[src/rtl/eb_pkg.sv]
// -----------------------------------------------------------------------------
// eb_pkg
// Shared definitions for the RX elastic buffer controllers.
//   - eb_state_t    : write-side FSM states (RUN, SKP_HOLD, OVERFLOW)
//   - bin2gray /
//     gray2bin      : pointer code conversions. They operate on a fixed
//                     EB_PTR_MAX_W-bit container; callers zero-extend their
//                     (n+1)-bit pointer in and truncate the result back. Zero
//                     upper bits do not disturb either conversion, so one pair
//                     of functions serves every pointer width up to 32 bits.
//   - default parameter / threshold constants
// -----------------------------------------------------------------------------
package eb_pkg;

  localparam int EB_N_DEF         = 4;
  localparam int EB_SYM_W_DEF     = 10;
  localparam int EB_HIGH_TH_DEF   = 12;
  localparam int EB_RESUME_TH_DEF = 8;
  localparam int EB_PTR_MAX_W     = 32;

  typedef enum logic [1:0] {
    ST_RUN      = 2'd0,
    ST_SKP_HOLD = 2'd1,
    ST_OVERFLOW = 2'd2
  } eb_state_t;

  function automatic logic [EB_PTR_MAX_W-1:0] bin2gray(
    input logic [EB_PTR_MAX_W-1:0] b
  );
    return b ^ (b >> 1);
  endfunction

  function automatic logic [EB_PTR_MAX_W-1:0] gray2bin(
    input logic [EB_PTR_MAX_W-1:0] g
  );
    logic [EB_PTR_MAX_W-1:0] b;
    b[EB_PTR_MAX_W-1] = g[EB_PTR_MAX_W-1];
    for (int i = EB_PTR_MAX_W - 2; i >= 0; i--) begin
      b[i] = b[i+1] ^ g[i];
    end
    return b;
  endfunction

endpackage

[src/rtl/eb_gray2bin.sv]
// -----------------------------------------------------------------------------
// eb_gray2bin
// Combinational Gray -> binary conversion of a pointer that has already been
// synchronized into the local clock domain. Shared by the write- and
// read-side elastic buffer controllers.
// Ports:
//   gray  in  W  Gray-coded pointer
//   bin   out W  binary pointer
// -----------------------------------------------------------------------------
module eb_gray2bin
  import eb_pkg::*;
#(
  parameter int W = EB_N_DEF + 1
) (
  input  logic [W-1:0] gray,
  output logic [W-1:0] bin
);

  assign bin = W'(gray2bin(EB_PTR_MAX_W'(gray)));

endmodule

[src/rtl/eb_write_ctrl.sv]
// -----------------------------------------------------------------------------
// eb_write_ctrl
// Write-side controller of the RX elastic buffer (read_to_write_clk domain).
// Sequences RAM writes for incoming symbols, owns the write pointer handed to
// the pointer synchronizer, tracks occupancy against the synchronized read
// pointer, deletes one SKP per ordered set when running too full, and drops
// symbols while recovering from an overflow.
//
// Ports:
//   read_to_write_clk       in   write-domain clock
//   rst_n                   in   asynchronous active-low reset
//   sym_valid               in   incoming symbol valid
//   sym_data[SYM_W]         in   incoming symbol (data + K flag)
//   sym_is_skp              in   symbol is a SKP (qualified by sym_valid)
//   gray_counter_read_sync  in   synchronized Gray read pointer (n+1 bits)
//   wr_en                   out  RAM write strobe
//   wr_addr[n]              out  RAM write address
//   wr_data[SYM_W]          out  RAM write data
//   gray_counter_write      out  Gray write pointer to the synchronizer
//   fill_level[n+1]         out  registered occupancy, 0..DEPTH
//   full                    out  registered fill_level == DEPTH
//   skp_deleted             out  one-cycle pulse per deleted SKP
//   overflow                out  sticky overflow flag
//   clr_overflow            in   synchronous clear of overflow
//
// Build option EB_STATS_EN: when defined, adds saturating 16-bit counters
//   skp_del_cnt (deleted SKPs) and ovf_cnt (entries into OVERFLOW), both
//   cleared by reset and by clr_overflow.
// -----------------------------------------------------------------------------
module eb_write_ctrl
  import eb_pkg::*;
#(
  parameter int n         = EB_N_DEF,
  parameter int SYM_W     = EB_SYM_W_DEF,
  parameter int HIGH_TH   = EB_HIGH_TH_DEF,
  parameter int RESUME_TH = EB_RESUME_TH_DEF
) (
  input  logic             read_to_write_clk,
  input  logic             rst_n,
  input  logic             sym_valid,
  input  logic [SYM_W-1:0] sym_data,
  input  logic             sym_is_skp,
  input  logic [n:0]       gray_counter_read_sync,
  output logic             wr_en,
  output logic [n-1:0]     wr_addr,
  output logic [SYM_W-1:0] wr_data,
  output logic [n:0]       gray_counter_write,
  output logic [n:0]       fill_level,
  output logic             full,
  output logic             skp_deleted,
  output logic             overflow,
  input  logic             clr_overflow
`ifdef EB_STATS_EN
  ,
  output logic [15:0]      skp_del_cnt,
  output logic [15:0]      ovf_cnt
`endif
);

  localparam int PTR_W = n + 1;
  localparam int DEPTH = 1 << n;

  localparam logic [PTR_W-1:0] DEPTH_P  = PTR_W'(DEPTH);
  localparam logic [PTR_W-1:0] HIGH_P   = PTR_W'(HIGH_TH);
  localparam logic [PTR_W-1:0] RESUME_P = PTR_W'(RESUME_TH);

  eb_state_t        state;
  logic [PTR_W-1:0] wptr_bin;
  logic [PTR_W-1:0] rptr_bin;
  logic [PTR_W-1:0] occ;
  logic             del_now;
  logic             ovf_now;
  logic             wr_now;

  eb_gray2bin #(
    .W(PTR_W)
  ) u_rptr_g2b (
    .gray(gray_counter_read_sync),
    .bin (rptr_bin)
  );

  // Modulo-2^(n+1) difference; the extra pointer bit keeps full and empty
  // distinct and makes the subtraction correct across the wrap.
  assign occ = wptr_bin - rptr_bin;

  // Deletion has priority over overflow so a SKP arriving at DEPTH is
  // absorbed rather than tripping recovery. Only RUN may delete, which
  // limits deletion to one SKP per ordered set.
  assign del_now = sym_valid && sym_is_skp && (state == ST_RUN) && (occ >= HIGH_P);
  assign ovf_now = sym_valid && (state != ST_OVERFLOW) && (occ == DEPTH_P) && !del_now;
  assign wr_now  = sym_valid && (state != ST_OVERFLOW) && !del_now && !ovf_now;

  // Single registered stage: all outputs and FSM state update together.
  // The Gray pointer is sampled from the pre-increment register, so it
  // publishes a write one edge after the RAM strobe carrying that write.
  always_ff @(posedge read_to_write_clk or negedge rst_n) begin
    if (!rst_n) begin
      state              <= ST_RUN;
      wptr_bin           <= '0;
      wr_en              <= 1'b0;
      wr_addr            <= '0;
      wr_data            <= '0;
      gray_counter_write <= '0;
      fill_level         <= '0;
      full               <= 1'b0;
      skp_deleted        <= 1'b0;
      overflow           <= 1'b0;
    end else begin
      wr_en              <= wr_now;
      skp_deleted        <= del_now;
      gray_counter_write <= PTR_W'(bin2gray(EB_PTR_MAX_W'(wptr_bin)));
      fill_level         <= occ;
      full               <= (occ == DEPTH_P);

      if (wr_now) begin
        wr_addr  <= wptr_bin[n-1:0];
        wr_data  <= sym_data;
        wptr_bin <= wptr_bin + PTR_W'(1);
      end

      // A new overflow event outranks a same-cycle clear.
      if (ovf_now) begin
        overflow <= 1'b1;
      end else if (clr_overflow) begin
        overflow <= 1'b0;
      end

      unique case (state)
        ST_RUN: begin
          if (del_now) begin
            state <= ST_SKP_HOLD;
          end else if (ovf_now) begin
            state <= ST_OVERFLOW;
          end
        end
        ST_SKP_HOLD: begin
          if (ovf_now) begin
            state <= ST_OVERFLOW;
          end else if (wr_now && !sym_is_skp) begin
            state <= ST_RUN;
          end
        end
        ST_OVERFLOW: begin
          // Exit is evaluated every cycle, valid or not; the symbol in the
          // exit cycle is still dropped.
          if (occ <= RESUME_P) begin
            state <= ST_RUN;
          end
        end
        default: begin
          state <= ST_RUN;
        end
      endcase
    end
  end

`ifdef EB_STATS_EN
  // Statistics stage: counts saturate at all-ones; clr_overflow wipes both.
  always_ff @(posedge read_to_write_clk or negedge rst_n) begin
    if (!rst_n) begin
      skp_del_cnt <= '0;
      ovf_cnt     <= '0;
    end else if (clr_overflow) begin
      skp_del_cnt <= '0;
      ovf_cnt     <= '0;
    end else begin
      if (del_now && (skp_del_cnt != 16'hFFFF)) begin
        skp_del_cnt <= skp_del_cnt + 16'd1;
      end
      if (ovf_now && (ovf_cnt != 16'hFFFF)) begin
        ovf_cnt <= ovf_cnt + 16'd1;
      end
    end
  end
`endif

endmodule
[config.mk]
export PLATFORM = sky130hd
export DESIGN_NAME = eb_write_ctrl
export DESIGN_NICKNAME = d
export VERILOG_FILES = /design/src/rtl/eb_pkg.sv /design/src/rtl/eb_gray2bin.sv /design/src/rtl/eb_write_ctrl.sv
export SDC_FILE = /design/constraint.sdc
export NUM_CORES = 1
export LEC_CHECK = 0
export BUFFER_PORTS_ARGS = -buffer_cell sky130_fd_sc_hd__buf_2
export CORE_MARGIN = 2
export CORE_UTILIZATION = 45
export DETAILED_ROUTE_END_ITERATION = 7
export GPL_ROUTABILITY_DRIVEN = 1
export PLACE_DENSITY = 0.79
export SLEW_MARGIN = 5
export SYNTH_ARGS = -nofsm -noshare
export SYNTH_HDL_FRONTEND = slang
export SYNTH_SLANG_ARGS = --single-unit
[constraint.sdc]
create_clock -name read_to_write_clk -period 2.9 [get_ports read_to_write_clk]
set_input_delay 0.58 -clock read_to_write_clk [delete_from_list [all_inputs] [get_ports read_to_write_clk]]
set_output_delay 0.58 -clock read_to_write_clk [all_outputs]
set_load 0.01 [all_outputs]
Word-level counts from Yosys, hierarchy flattened
Cells that the tools add are included.
- register bits: 35
- output and inout port bits: 28
- word-level logic and storage cells: 49
- add/subtract/negate cells: 2
- magnitude comparators: 2
- equal/unequal tests: 7
- multiplexer cells: 8
- bitwise gates (word level): 5
- reduce and logical (&&, ||, !) cells: 15
- operators by type and width (kind ; count):
    2-bit 2-to-1 mux ; 5
    1-bit logical AND ; 9
    3-bit != test, second input constant ; 2
    2-bit case mux with 3 select lines ; 1
    5-bit by 1-bit adder with 5-bit output, second input constant ; 1
    5-bit == test, second input constant ; 1
    5-bit by 4-bit >= comparator with 1-bit output, second input constant ; 1
    5-bit by 4-bit less-or-equal comparator with 1-bit output, second input constant ; 1
    5-bit subtractor ; 1
    5-bit by 4-bit bitwise XOR with 5-bit output ; 1
    2-bit != test, second input constant ; 2
    1-bit bitwise XOR ; 4
    1-bit zero test ; 3
    3-bit AND reduction ; 1
    2-bit by 1-bit == test with 1-bit output, second input constant ; 1
    2-bit == test, second input constant ; 1
    2-bit zero test ; 1
    1-bit 2-to-1 mux ; 2
    2-bit nonzero test ; 1

Depth between registers and ports, before layout
- word-level depth: 15
- gate-level depth with buffers: 14

Modules after synthesis
Synthesis repeated with hierarchy kept, for this count alone.
- cells, all modules: 120
- area, all modules: 1625.3 µm²
- modules (own cells, without submodules) (module ; times used ; cells each ; area each (µm²) ; sequential area each (µm²)):
    eb_write_ctrl ; 1 ; 114 ; 1552.7 ; 875.8
    eb_gray2bin ; 1 ; 6 ; 72.6 ; 0.0

Worst setup path before layout
OpenSTA, ideal clock, no wires.
- path kind: input-to-reg
- start: input gray_counter_read_sync[3]
- end: register wr_addr[3]
- setup time: 0.125 ns
- data arrival time: 3.896 ns
- setup slack: -1.121 ns
- stages on the path: 14
- path buffers: 2
- cells stage by stage: xnor2_1 > xor2_1 > xor2_1 > xnor2_1 > ha_1 > fa_1 > nand2b_1 > a21oi_2 > xor2_2 > a311oi_1 > or4b_1 > buf_2 > buf_6 > mux2_4
- word-level cells in the longest chain between the ends: 11
- elaborated cells between the ends (all ways): 14
- classes of those cells: add/sub: 1; order compare: 1; eq/ne: 1; bitwise: 4; reduce/logical: 7
- RTL lines (element ; line ; RTL):
    start, declared ; eb_write_ctrl.sv:43 ; input logic [n:0] gray_counter_read_sync,
    1-bit bitwise XOR (*) ; eb_pkg.sv:39 ; b[i] = b[i+1] ^ g[i];
    1-bit bitwise XOR (3 in a row) ; eb_pkg.sv:39 ;
    5-bit subtractor (*) ; eb_write_ctrl.sv:84 ; assign occ = wptr_bin - rptr_bin;
    5-bit by 4-bit >= comparator with 1-bit output ; eb_write_ctrl.sv:89 ; assign del_now = sym_valid && sym_is_skp && (state == ST_RUN) && (occ >= HIGH_P);
    1-bit logical AND ; eb_write_ctrl.sv:89 ;
    1-bit zero test ; eb_write_ctrl.sv:90, eb_write_ctrl.sv:91 ;
    1-bit logical AND ; eb_write_ctrl.sv:90 ; assign ovf_now = sym_valid && (state != ST_OVERFLOW) && (occ == DEPTH_P) && !del_now;
    1-bit zero test ; eb_write_ctrl.sv:91 ; assign wr_now = sym_valid && (state != ST_OVERFLOW) && !del_now && !ovf_now;
    1-bit logical AND (*) ; eb_write_ctrl.sv:91 ;
    end signal, assigned ; eb_write_ctrl.sv:116 ; wr_addr <= wptr_bin[n-1:0];
    end, declared ; eb_write_ctrl.sv:45 ; output logic [n-1:0] wr_addr,
Mark *: on every way between the ends. The rest lies on a longest branch, timed or not.
A chain may end at the register's enable or synchronous reset.

Final worst setup path
- start: input gray_counter_read_sync[3]
- end: register wr_data[2]
- word-level cells in the longest chain between the ends: 11
- elaborated cells between the ends (all ways): 14
- classes of those cells: add/sub: 1; order compare: 1; eq/ne: 1; bitwise: 4; reduce/logical: 7
- RTL lines (element ; line ; RTL):
    1-bit bitwise XOR (*) ; eb_pkg.sv:39 ;
    1-bit bitwise XOR (3 in a row) ; eb_pkg.sv:39 ;
    5-bit subtractor (*) ; eb_write_ctrl.sv:84 ;
    5-bit by 4-bit >= comparator with 1-bit output ; eb_write_ctrl.sv:89 ;
    1-bit logical AND ; eb_write_ctrl.sv:89 ;
    1-bit zero test ; eb_write_ctrl.sv:90, eb_write_ctrl.sv:91 ;
    1-bit logical AND ; eb_write_ctrl.sv:90 ;
    1-bit zero test ; eb_write_ctrl.sv:91 ;
    1-bit logical AND (*) ; eb_write_ctrl.sv:91 ;
    end signal, assigned ; eb_write_ctrl.sv:117 ; wr_data <= sym_data;
    end, declared ; eb_write_ctrl.sv:46 ; output logic [SYM_W-1:0] wr_data,
Marked as above.

==> results.md <==
* Finish-stage setup viols at 24
* Buf+Inv Stages, Crit Path at 2
* P&R area growth vs syn at 48.3%
* CTS sink cnt at 35
* Initial antenna violation count at 0
* Top cell type's share of synthesized area at between 50 and 60%
* Clock buffer depth at 2
* Async S/R FF share, synth at 100%
* CP max-delay cell: or4b_4
* TritonCTS buffer count at 5
* Overall power at a little over 3 mW
* Synthesized flop and latch total at 35
* Critical path's most frequent cell: xor2_2
* Input/output buffers at 47
* Vias at 1267
* Std cell rows at 21
* Routed Antenna Nets at 0
* Final critical-path required period at 3.49 ns
* Crit start category: primary input
* Slew Viols, Final at 0
* Violated checks: negative setup slack
* WL per Instance at 16.0 µm
* Worst skew pair latency at 0.34 ns
* Post-Syn Area at around 1600 µm²
* Delay-heaviest family, CP: XOR/XNOR gates
* Slew @ Worst Pin at 0.833 ns
* Die span in x at 63.8 µm
* Crit. Startpoint: gray_counter_read_sync[3]
* # IOs at 48
* F_max at 286 MHz
* Synthesized net count at 149
* # fillers at 224
* DRT iter0 DRCs at 90
* Fin crit share at 120%
* DP HPWL at 2550 µm
* Relative slew slack at between 40 and 50%
* PwrDens at 1270 nW/µm²
* Number of diodes at 0
* CTS tree: done
* Largest voltage drop on the vdd net at 0.589 mV
* Most common cell after layout, fill and taps aside: buf_2
* Drt pass-1 iters at 4
* Nets at 229
* GRT overflow at 0
* CP endpoint kind: flip-flop
* Post-Layout Cell Count at 248
* Vias in the first global route at 1345
* CTS clk-pin slew, worst paths at 0.11 ns
* Worst reg2reg path startpoint: wptr_bin[1]$_DFFE_PN0P_
* CP Class: in -> reg
* Worst Path Max Fanout at 9
* Max Cap Viol at 0
* Synth area leaders: dfrtp_1 (55%), mux2_4 (7.5%), ha_1 (5.5%), mux2_2 (4.9%), xor2_1 (3.3%)
* WL final at 3970 µm
* Layout cell share with drive strength beyond 1 at between 60% and 70%
* RSZ-0062 raised after global routing: true
* Post-synth EDFFs at 0
* Status: finished with violations
* Initial Utilization at around 47%
* TNS Setup at -12.20 ns
* Routability cong. at 0.809
* Final Hold Vio Count at 0
* Cells after synthesis at approximately 120
* Cell at the root of the clock tree: clkbuf_4
* DR DRC count at 0
* Crit-path cells: buf_8 > xnor2_4 > xor2_2 > xor2_2 > xnor2_1 > ha_2 > fa_2 > nand2b_4 > a21oi_4 > xor2_2 > a311oi_2 > or4b_4 > buf_12 > mux2_4
* Post-Route Utilization at between 70 and 80%
* Final WS setup at -0.594 ns
* Skew final at roughly 0.0070 ns
* Commonest non-fill, non-tap cells in the layout: buf_2 (45), dfrtp_1 (35), buf_4 (24)
* Core area at roughly 3400 µm²
* CP required at roughly 3.1 ns
* Pin count of the biggest net entering global routing at 36
* Overall routing resource usage at 21.2%
* First-pass GRT wire length at 6500 µm
* Seq/Total Area, Yosys at 54.5%
* CP arrival at 3.73 ns
* DR vias/cell at 5.11
* Leakage power total at about 1.2 nW
* Avg Inst Size Synth at between 10 and 15 µm²
* Post-synth top area cell: dfrtp_1
* Hold crit path type: in -> async
* Dpl ws at -1.00 ns
* Die H at 63.8 µm
* Clock H-tree levels at 2
* YS warnings at 0
* Max incr delay on CP at 0.57 ns
* Post-Place Cells at 228
* Synth unique cells at 33
* DIE AREA at between 4000 and 5000 µm²
* Top_reg_cell synth: dfrtp_1
[what timing repair did]
action,CTS,global route
endpoints found under the setup margin,24,25
setup buffers,7,4
gates cloned,1,0
pin swaps,11,1
resized for setup,25,5
hold buffers,0,0
[cell type report]
type | instances | area, µm² | share of cell area (%)
Sequential cell | 35 | 876 | 36.8
Tap cell | 46 | 57.6 | 2.42
Clock inverter | 3 | 43.8 | 1.84
Multi-Input combinational cell | 72 | 813 | 34.1
Timing Repair Buffer | 76 | 513 | 21.5
Clock buffer | 5 | 37.5 | 1.58
Inverter | 11 | 41.3 | 1.73
[final timing paths]
path / end / slack [ns] / cells after the start
min: wr_data[6]$_DFFE_PN0P_ / 0.30 / 1
min in group read_to_write_clk: overflow$_DFFE_PN0P_ / 0.42 / 2
min reg2reg: wr_data[7]$_DFFE_PN0P_ / 0.52 / 1
max reg2reg: wr_data[2]$_DFFE_PN0P_ / 0.01 / 9
max in group asynchronous: state[0]$_DFFE_PN0P_ / 2.12 / 1
max: wr_data[2]$_DFFE_PN0P_ / -0.59 / 14
[where the power goes]
part           internal [mW]  switching, mW
logic                  0.962          0.837
registers              0.731          0.138
clock network          0.181          0.168
[worst register-to-register path, delay by kind of cell (launching register included)]
kind	cells	cell delay, ns
buf+inv	2	0.28
simple gates	2	0.74
fa+ha+maj	1	0.44
flops	1	0.47
mux	1	0.30
compound gates	2	0.32
xor+xnor	1	0.23
[layer usage]
metal	global-route usage (%)	vias to the layer above	routed length, µm
met3	3.70	18	164
met4	12.2	0	168
met2	37.0	40	2080
met5	0	-	0
li1	-	575	-
met1	24.4	634	1550
[flip-flops by register name, indices dropped and copies added (netlist names)]
| register | count |
|---|---|
| wptr_bin | 5 |
| skp_deleted | 1 |
| fill_level | 5 |
| wr_addr | 4 |
| state | 2 |
| wr_en | 1 |
| full | 1 |
| overflow | 1 |
| gray_counter_write | 5 |
| wr_data | 10 |
[synth_stat cells, drive strengths merged (3+ instances only)]
cell type,count
dfrtp,35
ha,7
inv,11
mux2,15
nand3,3
nor4,5
or3,3
xnor2,4
xor2,8
[metrics by stage]
step / cell area, µm² / hold WS [ns]
global route: 2380 / 0.347
global placement: 2050 / 0.483
detailed placement: 2050 / 0.494
floorplan: 1660 / 0.284
finish: 2380 / 0.298
CTS: 2320 / 0.322
[logic make-up after synthesis]
logic type / share of synthesized area, %
flip-flops: 54.5
XOR/XNOR: 7.48
AO/OA/AOI/OAI: 6.23
multiplexers: 12.4
adder cells (fa/ha/maj): 6.70
buffers and inverters: 3.82
AND/OR/NAND/NOR: 8.88
No activity file was read; power rests on OpenSTA's default activity.
